### src/rtl/pc_unit_if.sv
// Command/status bundle between the fetch controller (master) and pc_unit (slave).
// branchCount exists only when PC_BRANCH_COUNT_EN is defined.
interface pc_unit_if #(
  parameter int WIDTH = 16
);
  logic [1:0]       pcEn;
  logic             muxPc;
  logic [WIDTH-1:0] target;
  logic [7:0]       disp;
  logic [WIDTH-1:0] pc;
  logic [WIDTH-1:0] pcPlus1;
  logic             redirect;
`ifdef PC_BRANCH_COUNT_EN
  logic [15:0]      branchCount;

  modport master (
    output pcEn, muxPc, target, disp,
    input  pc, pcPlus1, redirect, branchCount
  );
  modport slave (
    input  pcEn, muxPc, target, disp,
    output pc, pcPlus1, redirect, branchCount
  );
`else
  modport master (
    output pcEn, muxPc, target, disp,
    input  pc, pcPlus1, redirect
  );
  modport slave (
    input  pcEn, muxPc, target, disp,
    output pc, pcPlus1, redirect
  );
`endif
endinterface

### src/rtl/pc_unit.sv
// Program counter with restart/jump/branch/advance commands and a one-cycle redirect pulse.
// Optional saturating taken-branch counter enabled by the PC_BRANCH_COUNT_EN macro.
module pc_unit #(
  parameter int               WIDTH        = 16,
  parameter logic [WIDTH-1:0] RESET_VECTOR = '0
) (
  input  logic     clk,
  input  logic     reset,
  pc_unit_if.slave bus
);

  localparam logic [1:0] CMD_HOLD    = 2'b00;
  localparam logic [1:0] CMD_RESTART = 2'b01;
  localparam logic [1:0] CMD_JUMP    = 2'b10;
  localparam logic [1:0] CMD_ADVANCE = 2'b11;

  typedef enum logic {
    RUN     = 1'b0,
    RESTART = 1'b1
  } state_t;

  state_t           state_q, state_d;
  logic [WIDTH-1:0] pc_q, pc_d;
  logic             redirect_q, redirect_d;
  logic [WIDTH-1:0] pc_plus1;
  logic [WIDTH-1:0] disp_ext;

  assign pc_plus1 = pc_q + WIDTH'(1);
  assign disp_ext = WIDTH'($signed(bus.disp));

  always_ff @(posedge clk or posedge reset) begin
    if (reset) begin
      state_q <= RESTART;
    end else begin
      state_q <= state_d;
    end
  end

  // Restart wins from any state; leaving RESTART needs one idle (hold) cycle.
  always_comb begin
    state_d = state_q;
    if (bus.pcEn == CMD_RESTART) begin
      state_d = RESTART;
    end else if ((state_q == RESTART) && (bus.pcEn == CMD_HOLD)) begin
      state_d = RUN;
    end
  end

  always_comb begin
    pc_d       = pc_q;
    redirect_d = 1'b0;
    if (bus.pcEn == CMD_RESTART) begin
      pc_d       = RESET_VECTOR;
      redirect_d = 1'b1;
    end else if (state_q == RESTART) begin
      pc_d = RESET_VECTOR;
    end else begin
      case (bus.pcEn)
        CMD_JUMP: begin
          pc_d       = bus.muxPc ? bus.target : pc_plus1;
          redirect_d = bus.muxPc;
        end
        CMD_ADVANCE: begin
          pc_d       = bus.muxPc ? (pc_q + disp_ext) : pc_plus1;
          redirect_d = bus.muxPc;
        end
        default: begin
          pc_d = pc_q;
        end
      endcase
    end
  end

  always_ff @(posedge clk or posedge reset) begin
    if (reset) begin
      pc_q       <= RESET_VECTOR;
      redirect_q <= 1'b0;
    end else begin
      pc_q       <= pc_d;
      redirect_q <= redirect_d;
    end
  end

  assign bus.pc       = pc_q;
  assign bus.pcPlus1  = pc_plus1;
  assign bus.redirect = redirect_q;

`ifdef PC_BRANCH_COUNT_EN
  logic [15:0] count_q, count_d;
  logic        taken;

  // Only taken jumps/branches in RUN count; restart never touches the count.
  assign taken = (state_q == RUN) && bus.pcEn[1] && bus.muxPc;

  always_comb begin
    count_d = count_q;
    if (taken && (count_q != 16'hFFFF)) begin
      count_d = count_q + 16'd1;
    end
  end

  always_ff @(posedge clk or posedge reset) begin
    if (reset) begin
      count_q <= '0;
    end else begin
      count_q <= count_d;
    end
  end

  assign bus.branchCount = count_q;
`endif

endmodule

### src/flat_wrapper.sv
// flat-port wrapper written by rule: the top's interface ports become plain ports
module pc_unit_flat 
#(
  parameter int               WIDTH        = 16,
  parameter logic [WIDTH-1:0] RESET_VECTOR = '0
)
  (clk, reset, bus_pcEn, bus_muxPc, bus_target, bus_disp, bus_pc, bus_pcPlus1, bus_redirect);
  pc_unit_if #(.WIDTH(WIDTH)) bus_i ();
  input  logic clk;
  input  logic reset;
  input wire logic [$bits(bus_i.pcEn)-1:0] bus_pcEn;
  input wire logic [$bits(bus_i.muxPc)-1:0] bus_muxPc;
  input wire logic [$bits(bus_i.target)-1:0] bus_target;
  input wire logic [$bits(bus_i.disp)-1:0] bus_disp;
  output wire logic [$bits(bus_i.pc)-1:0] bus_pc;
  output wire logic [$bits(bus_i.pcPlus1)-1:0] bus_pcPlus1;
  output wire logic [$bits(bus_i.redirect)-1:0] bus_redirect;
  assign bus_i.pcEn = bus_pcEn;
  assign bus_i.muxPc = bus_muxPc;
  assign bus_i.target = bus_target;
  assign bus_i.disp = bus_disp;
  assign bus_pc = bus_i.pc;
  assign bus_pcPlus1 = bus_i.pcPlus1;
  assign bus_redirect = bus_i.redirect;
  pc_unit #(.WIDTH(WIDTH), .RESET_VECTOR(RESET_VECTOR)) u_core (.clk(clk), .reset(reset), .bus(bus_i));
endmodule
### config.mk
export PLATFORM = sky130hd
export DESIGN_NAME = pc_unit_flat
export DESIGN_NICKNAME = d
export VERILOG_FILES = /design/src/rtl/pc_unit_if.sv /design/src/rtl/pc_unit.sv /design/src/flat_wrapper.sv
export SDC_FILE = /design/constraint.sdc
export NUM_CORES = 1
export LEC_CHECK = 0
export CORE_ASPECT_RATIO = 0.6
export CORE_UTILIZATION = 48
export CTS_CLUSTER_DIAMETER = 100
export DETAILED_ROUTE_END_ITERATION = 10
export PLACE_DENSITY = 0.87
export SKIP_CTS_REPAIR_TIMING = 1
export SYNTH_ARGS = -nofsm -noshare
export SYNTH_HDL_FRONTEND = slang
export SYNTH_SLANG_ARGS = --single-unit
### constraint.sdc
create_clock -name clk -period 3.3 [get_ports clk]
set_input_delay 0.66 -clock clk [delete_from_list [all_inputs] [get_ports clk]]
set_output_delay 0.66 -clock clk [all_outputs]
set_load 0.1 [all_outputs]
Yosys cells after proc, flatten, opt, wreduce, memory -nomap -nowiden
Cells that the tools add are included.
{ "word_totals": {"memories": 0, "rom_bits": 0, "wordCells": 23, "ram_bits": 0, "reg_bits": 18, "latchBits": 0, "output_inout_bits": 33, "inputBits": 29} }
{ "classes": {"addsub": 2, "eq_ne": 3, "n_lt_le_gt_ge": 0, "n_bitwise": 0, "mul": 0, "muxes": 10, "shifts": 0, "div": 0, "n_reduce_logical": 5} }
{ "ops": {"columns": ["cell", "n"], "rows": [
  ["$mux 16", 4],
  ["$pmux 16 s2", 1],
  ["$add 16x1->16 const B", 1],
  ["$add 16x16->16", 1],
  ["$mux 1", 5],
  ["$eq 2x2->1 const B", 2],
  ["$reduce_bool 4->1", 1],
  ["$eq 2x1->1 const B", 1],
  ["$logic_not 2->1", 1],
  ["$reduce_bool 2->1", 1],
  ["$reduce_or 2->1", 1],
  ["$logic_and 1x1->1", 1]
]} }

Logic depth before layout (Yosys ltp)
Gate-level depths: netlist of run 1.
{ "depth": {"word_depth": 5, "depth_mapped": 10, "depth_no_buf": 10} }

Worst setup path before layout of run 1
No wires, ideal clock.
{ "synth_timing": {"kind": "reg2out", "from": "register u_core.pc_q[1] (netlist: u_core.bus.pc[1])", "to": "output port bus_pcPlus1[14]", "path_slack_ps": -937, "stages_incl_launch_ff": 6, "n_path_buf": 0, "t_arrival_ps": 3577, "t_required_ps": 2640, "cell_sequence": "dfrtp_1 ha_1 and4_1 nand4_1 nor3_1 xor2_1"} }
{ "synth_between": {"elab_chain_cells": 1} }
{ "synth_rtl": {"columns": ["element", "line", "text"], "rows": [
  ["start, declared", "pc_unit.sv:23", "logic [WIDTH-1:0] pc_q, pc_d;"],
  ["start signal, assigned", "pc_unit.sv:79", "pc_q <= pc_d;"],
  ["$add 16x1->16", "pc_unit.sv:28", "assign pc_plus1 = pc_q + WIDTH'(1);"],
  ["end, declared", "flat_wrapper.sv:16", "output wire logic [$bits(bus_i.pcPlus1)-1:0] bus_pcPlus1;"]
]} }
Every way passes these cells.

Final worst setup path of run 1
{ "layout_timing": {"from": "register u_core.pc_q[0] (netlist: u_core.bus.pc[0])", "to": "output port bus_pcPlus1[14]"} }
The elaborated chain is that of the path after synthesis.

==> results of run 1 <==
==> sequential cells by signal, indices dropped and copies added, names as in the netlist <==
register,count
u_core.bus.pc,16
u_core.state_q,1
u_core.bus.redirect,1
==> worst min path at each step <==
| stage | start | to | slack [ns] |
|---|---|---|---|
| 6_report | u_core.state_q | u_core.state_q | 0.50 |
| 5_1_grt | u_core.state_q | u_core.state_q | 0.53 |
| 4_1_cts | u_core.state_q | u_core.state_q | 0.49 |
| 3_5_place_dp | u_core.state_q | u_core.state_q | 0.48 |
| 3_3_place_gp | u_core.state_q | u_core.state_q | 0.46 |
| 2_1_floorplan | u_core.state_q | u_core.state_q | 0.45 |
==> where the power goes <==
part           leakage (nW)  switching, mW  internal (mW)
combinational          1.06          0.494          0.220
clock                0.0228         0.0769         0.0859
sequential            0.234         0.0435          0.241
==> Yosys cell counts, drive strengths merged (4+ instances only) <==
cell / n / area (µm²)
ha: 16 / 200
a211oi: 5 / 42.5
xor2: 13 / 114
nor2b: 5 / 31.3
nand4: 4 / 25.0
nand2: 37 / 139
nor3: 4 / 20.0
xnor2: 12 / 105
clkbuf: 8 / 30.0
a21o: 6 / 45.0
inv: 9 / 33.8
nand3: 10 / 50.1
dfrtp: 17 / 425
nor2: 27 / 101
o21ai: 29 / 145
a21oi: 16 / 80.1
nand2b: 5 / 31.3
o211ai: 9 / 67.6
==> cells in the final DEF, fill, tap and decap left out, types with 3 or more instances in the layout <==
| master | n |
|---|---|
| nand2_1 | 37 |
| buf_4 | 37 |
| clkdlybuf4s50_1 | 28 |
| nor2_1 | 27 |
| o21ai_0 | 22 |
| a21oi_1 | 16 |
| ha_1 | 16 |
| dfrtp_1 | 16 |
| xor2_1 | 10 |
| nand3_1 | 10 |
| o211ai_1 | 9 |
| inv_1 | 9 |
| o21ai_1 | 7 |
| a21o_1 | 6 |
| xnor2_4 | 5 |
| nor2b_1 | 5 |
| buf_12 | 5 |
| nand2b_1 | 4 |
| nor3_1 | 4 |
| nand4_1 | 4 |
| xnor2_2 | 4 |
| a211oi_1 | 4 |
| and3_1 | 3 |
| xnor2_1 | 3 |
| nor4_1 | 3 |
| a22oi_1 | 3 |
| clkbuf_8 | 3 |
==> area by class of cell <==
type | count | area share, %
multi-input combinational | 231 | 56.6
timing repair buffer | 70 | 22.9
sequential | 18 | 15.8
tap | 47 | 2.05
clock buffer | 4 | 1.57
inverter | 9 | 1.17
==> worst max-delay path: cells and delay by family, from the launching register on <==
kind                       cells  cell delay, ns
and+or+nand+nor                3            0.96
DFF                            1            0.37
adders and majority gates      1            0.27
xor gates and xnor gates       1            0.22
buffers and inverters          1            0.20
==> routing by layer <==
metal  GRT usage (%)  share of wire, %
met1            48.4                48
met2            45.0                40
met3            6.03                11
met4            5.93              0.66
met5               0                 0
==> logic make-up (layout without fill, tap and decap cells) <==
family	after synthesis	in the layout	synth area share [%]
flops	18	18	22.6
simple gates	103	103	23.8
buf+inv	20	83	3.89
compound gates	85	85	27.2
fa+ha+maj	17	17	11.0
xor+xnor	25	25	11.0
mux	1	1	0.502
==> through the flow <==
stage	worst slack [ns]	TNS [ns]
global placement	0.225	0
global route	0.213	0
detailed placement	0.148	0
finish	0.374	0
floorplan	-0.473	-0.818
CTS	0.382	0
==> reports/qor.yml, run 1 <==
floorplanning:
  rows: 17
  dieArea_um2: 4430
  dieHeight_um: 51.9
  io-pin-count: 62
  core_area_um2: 3830
  fp.dieW_um: 85.2
  initial_utilization_pct: 52.1
layout:
  design_area_um2: 2880
  register_area_um2: 453
  final_cells: 379
  syn_to_final_growth_pct: 44.1
  multi_input_area_um2: 1630
  fillerInstances: 294
  final_util_pct: 75.1
  drive_gt1_share_pct: 18.4
  n_antenna_cell: 0
  nets: 379
cts:
  tritoncts: "done"
  cts.sinks: 18
  numCtsBuffers: 3
  cts_max_level: 1
  clk_latency_ns: 0.26
  cts_root_buf: "clkbuf_8"
  path_clk_slew_ns: 0.06
  clock_path_buffers: 2
logic_synthesis:
  synth.distinct_cells: 44
  syn_area_um2: 2000
  ys_seq_area_share_pct: 22.6
  syn_nets: 315
  syn_avg_cell_area_um2: 7.42
  yosys_most_used_dff: "dfrtp_1"
  syn_inst: 269
  synth_seq_cells: 18
  synth_edf_count: 0
  synth_warnings: 0
  async_flop_share_pct: 100
critical_path:
  path_max_fanout: 5
  r2r-start: "u_core.bus.pc[1]"
  crit_required_ns: 2.64
  crit_start: "u_core.bus.pc[0]"
  startpoint_type: "register"
  crit_end: "bus_pcPlus1[14]"
  r2r_cells: 9
  worst-setup-path-type: "register to primary output"
  critPathCaptureType: "primary output"
  r2r-end: "u_core.bus.pc[15]"
  rrSetupSlack_ns: 0.68
  crit_arrival_ns: 2.27
  slowest_stage: "nor3_1"
  worstPathCellList: "ha_1 > and4_1 > nand4_1 > nor3_1 > xor2_2 > buf_12"
  cpPeakStageDelay_ns: 0.40
sta:
  slew_violations: 0
  slew_headroom_pct: 51.4
  fmax_mhz: 342
  skew_ns: 0.0125
  min_period_ns: 2.93
  finalHoldViolations: 0
  setup-violations-final: 0
  post-route-period-util_pct: 88.7
  rsz0062_at_grt: "false"
  holdWs_ns: 0.497
  worst_pin_slew_ns: 0.728
route:
  totalWireLength_um: 6360
  drtIter0Drc: 219
  via_per_inst: 6.10
  route.vias.total: 2311
  wl_per_cell_um: 16.8
  antenna_left: 0
  drc: 0
  firstDrtPassIters: 4
grt:
  grt_pass1_wl_um: 10600
  grt_pass1_vias: 2079
  grt-ovfl-total: 0
  grt_antenna_before_repair: 0
  grt_max_degree: 19
  grt_usage_pct: 31.4
place:
  dp_hpwl_um: 5040
  gp_congestion: 0.944
  port_buffers: 61
  dp.cells: 375
  placed_area_um2: 2830
power_and_ir_drop:
  power_leakage_nw: 1.32
  vdd_ir_drop_max_mv: 0.241
  p_total_mw: 1.16
  power.density_cell_area_nw_per_um2: 404
status:
  outcome: "finished clean"
hold_path:
  hold_path_class: "register to register"
  min_path_cells: 2
run:
  maxCapViolCount: 0
(Power assumes the default switching activity.)
==> inputs of run 2 (changes only) <==
--- a/config.mk
+++ b/config.mk
@@ -5,7 +5,7 @@
 export SDC_FILE = /design/constraint.sdc
 export NUM_CORES = 1
 export LEC_CHECK = 0
-export CORE_ASPECT_RATIO = 0.6
+export CORE_ASPECT_RATIO = 0.7
 export CORE_UTILIZATION = 48
 export CTS_CLUSTER_DIAMETER = 100
 export DETAILED_ROUTE_END_ITERATION = 10
==> reports/qor.yml, run 2 (synthesis results as in run 1) <==
route:
  via_per_inst: 5.89  # -3.5%
  firstDrtPassIters: 5  # +1
  totalWireLength_um: 6240  # -1.9%
  drtIter0Drc: 242  # +11%
  drc: 0  # unchanged
  antenna_left: 0  # unchanged
  wl_per_cell_um: 16.3  # -2.9%
  route.vias.total: 2254  # -2.5%
place:
  dp_hpwl_um: 4900  # -2.7%
  port_buffers: 61  # unchanged
  gp_congestion: 0.986  # +4.5%
  dp.cells: 379  # +1.1%
cts:
  cts_root_buf: "clkbuf_8"
  numCtsBuffers: 3  # unchanged
  tritoncts: "done"
  cts_max_level: 1  # unchanged
  cts.sinks: 18  # unchanged
  path_clk_slew_ns: 0.06  # about the same
  clk_latency_ns: 0.25  # about the same
  clock_path_buffers: 2  # unchanged
critical_path:
  critPathTopFamily: "simple AND/OR/NAND/NOR gates"
  crit_arrival_ns: 2.40  # +0.13 ns
  critPathBufInv: 1  # unchanged
  startpoint_type: "register"
  critPathCaptureType: "primary output"
  crit_required_ns: 2.64  # about the same
  slowest_stage: "dfrtp_1"
  worst-setup-path-type: "register to primary output"
  cpPeakStageDelay_ns: 0.51  # +0.11 ns
  path_max_fanout: 7  # +2
  worstPathCellList: "ha_1 > and4_1 > nand4_1 > nor3_2 > xor2_2 > buf_12"
sta:
  post-route-period-util_pct: 92.8  # +4.2 points
  min_period_ns: 3.06  # +0.138 ns
  skew_ns: 0.00718  # -0.00529 ns
  holdWs_ns: 0.487  # -0.00990 ns
  finalHoldViolations: 0  # unchanged
  slew_headroom_pct: 54.2  # +2.8 points
  fmax_mhz: 326  # -4.5%
  slew_violations: 0  # unchanged
  rsz0062_at_grt: "false"
  setup-violations-final: 0  # unchanged
  worst_pin_slew_ns: 0.686  # -0.0422 ns
floorplanning:
  io-pin-count: 62  # unchanged
  dieHeight_um: 55.9  # +7.7%
  rows: 19  # +2
  fp.dieW_um: 79.1  # -7.2%
  dieArea_um2: 4420  # -0.10%
  core_area_um2: 3950  # +3.1%
  initial_utilization_pct: 50.6  # -1.6 points
grt:
  grt_pass1_vias: 2060  # -0.91%
  grt_antenna_before_repair: 0  # unchanged
  met2_usage_pct: 41.9  # -3.2 points
  grt_usage_pct: 29.6  # -1.8 points
  use_met3_pct: 3.93  # -2.1 points
  grt_busiest_layer: "met1"
  grt-ovfl-total: 0  # unchanged
  grt_use_met1_pct: 46.4  # -2.0 points
  grt_pass1_wl_um: 10000  # -5.4%
  grt_max_degree: 19  # unchanged
power_and_ir_drop:
  vdd_ir_drop_max_mv: 0.286  # +19%
  power.density_cell_area_nw_per_um2: 399  # -1.1%
  p_total_mw: 1.15  # -1.0%
  power_leakage_nw: 1.31  # -0.42%
status:
  outcome: "finished clean"
layout:
  layout_commonest_cell: "nand2_1"
  largest_reg_flops: 16  # unchanged
  mostFrequentLayoutCells: "nand2_1, buf_4, clkdlybuf4s50_1"
  syn_to_final_growth_pct: 44.3
  n_antenna_cell: 0  # unchanged
  nets: 378  # -0.26%
  final_cells: 383  # +1.1%
  drive_gt1_share_pct: 18.4  # +0.056 points
run:
  maxCapViolCount: 0  # unchanged
hold_path:
  hold_path_class: "register to register"
## run 2: cell type report
type / count / area [µm²]
clock buffer: 4 / 45.0
timing repair buffer: 69 / 651
inverter: 9 / 33.8
fill: 310 / 1070
sequential: 18 / 453
multi-input combinational: 231 / 1630
tap: 52 / 65.1
## run 2: path summary, 6_finish.rpt
check	startpoint	slack, ns	to	cells past startpoint
max	u_core.bus.pc[0]	0.24	bus_pcPlus1[14]	6
min	u_core.state_q	0.49	u_core.state_q	2
max reg2reg	u_core.bus.pc[1]	0.71	u_core.bus.pc[15]	9
min reg2reg	u_core.state_q	0.49	u_core.state_q	2
max in group asynchronous	reset	2.01	u_core.bus.pc[5]	2
min in group asynchronous	reset	0.81	u_core.bus.pc[6]	2
## run 2: worst min-delay path, cell delays in order (launching register included)
cell     delay (ns)
dfstp_2        0.39
nand2_1        0.05
nand2_1        0.05
## run 2: metal layers
| layer | up-vias | share of wire [%] |
|---|---|---|
| met3 | 12 | 9.8 |
| met4 | 0 | 1.1 |
| li1 | 1102 | - |
| met2 | 129 | 43 |
| met5 | - | 0 |
| met1 | 1011 | 46 |
## run 2: where the power goes
group | internal (mW) | switching, mW | total, mW
registers | 0.241 | 0.0485 | 0.289
clock network | 0.0857 | 0.0731 | 0.159
logic | 0.217 | 0.483 | 0.701
## run 2: through the flow
stage               setup slack [ns]  setup TNS (ns)  cell area (µm²)  utilization [%]
finish                         0.236               0             2880             73.0
global route                  0.0842               0             2880             73.0
CTS                            0.196               0             2870             72.8
detailed placement             0.179               0             2830             71.7
global placement               0.229               0             2830             71.7
floorplan                     -0.473          -0.818             2160                -
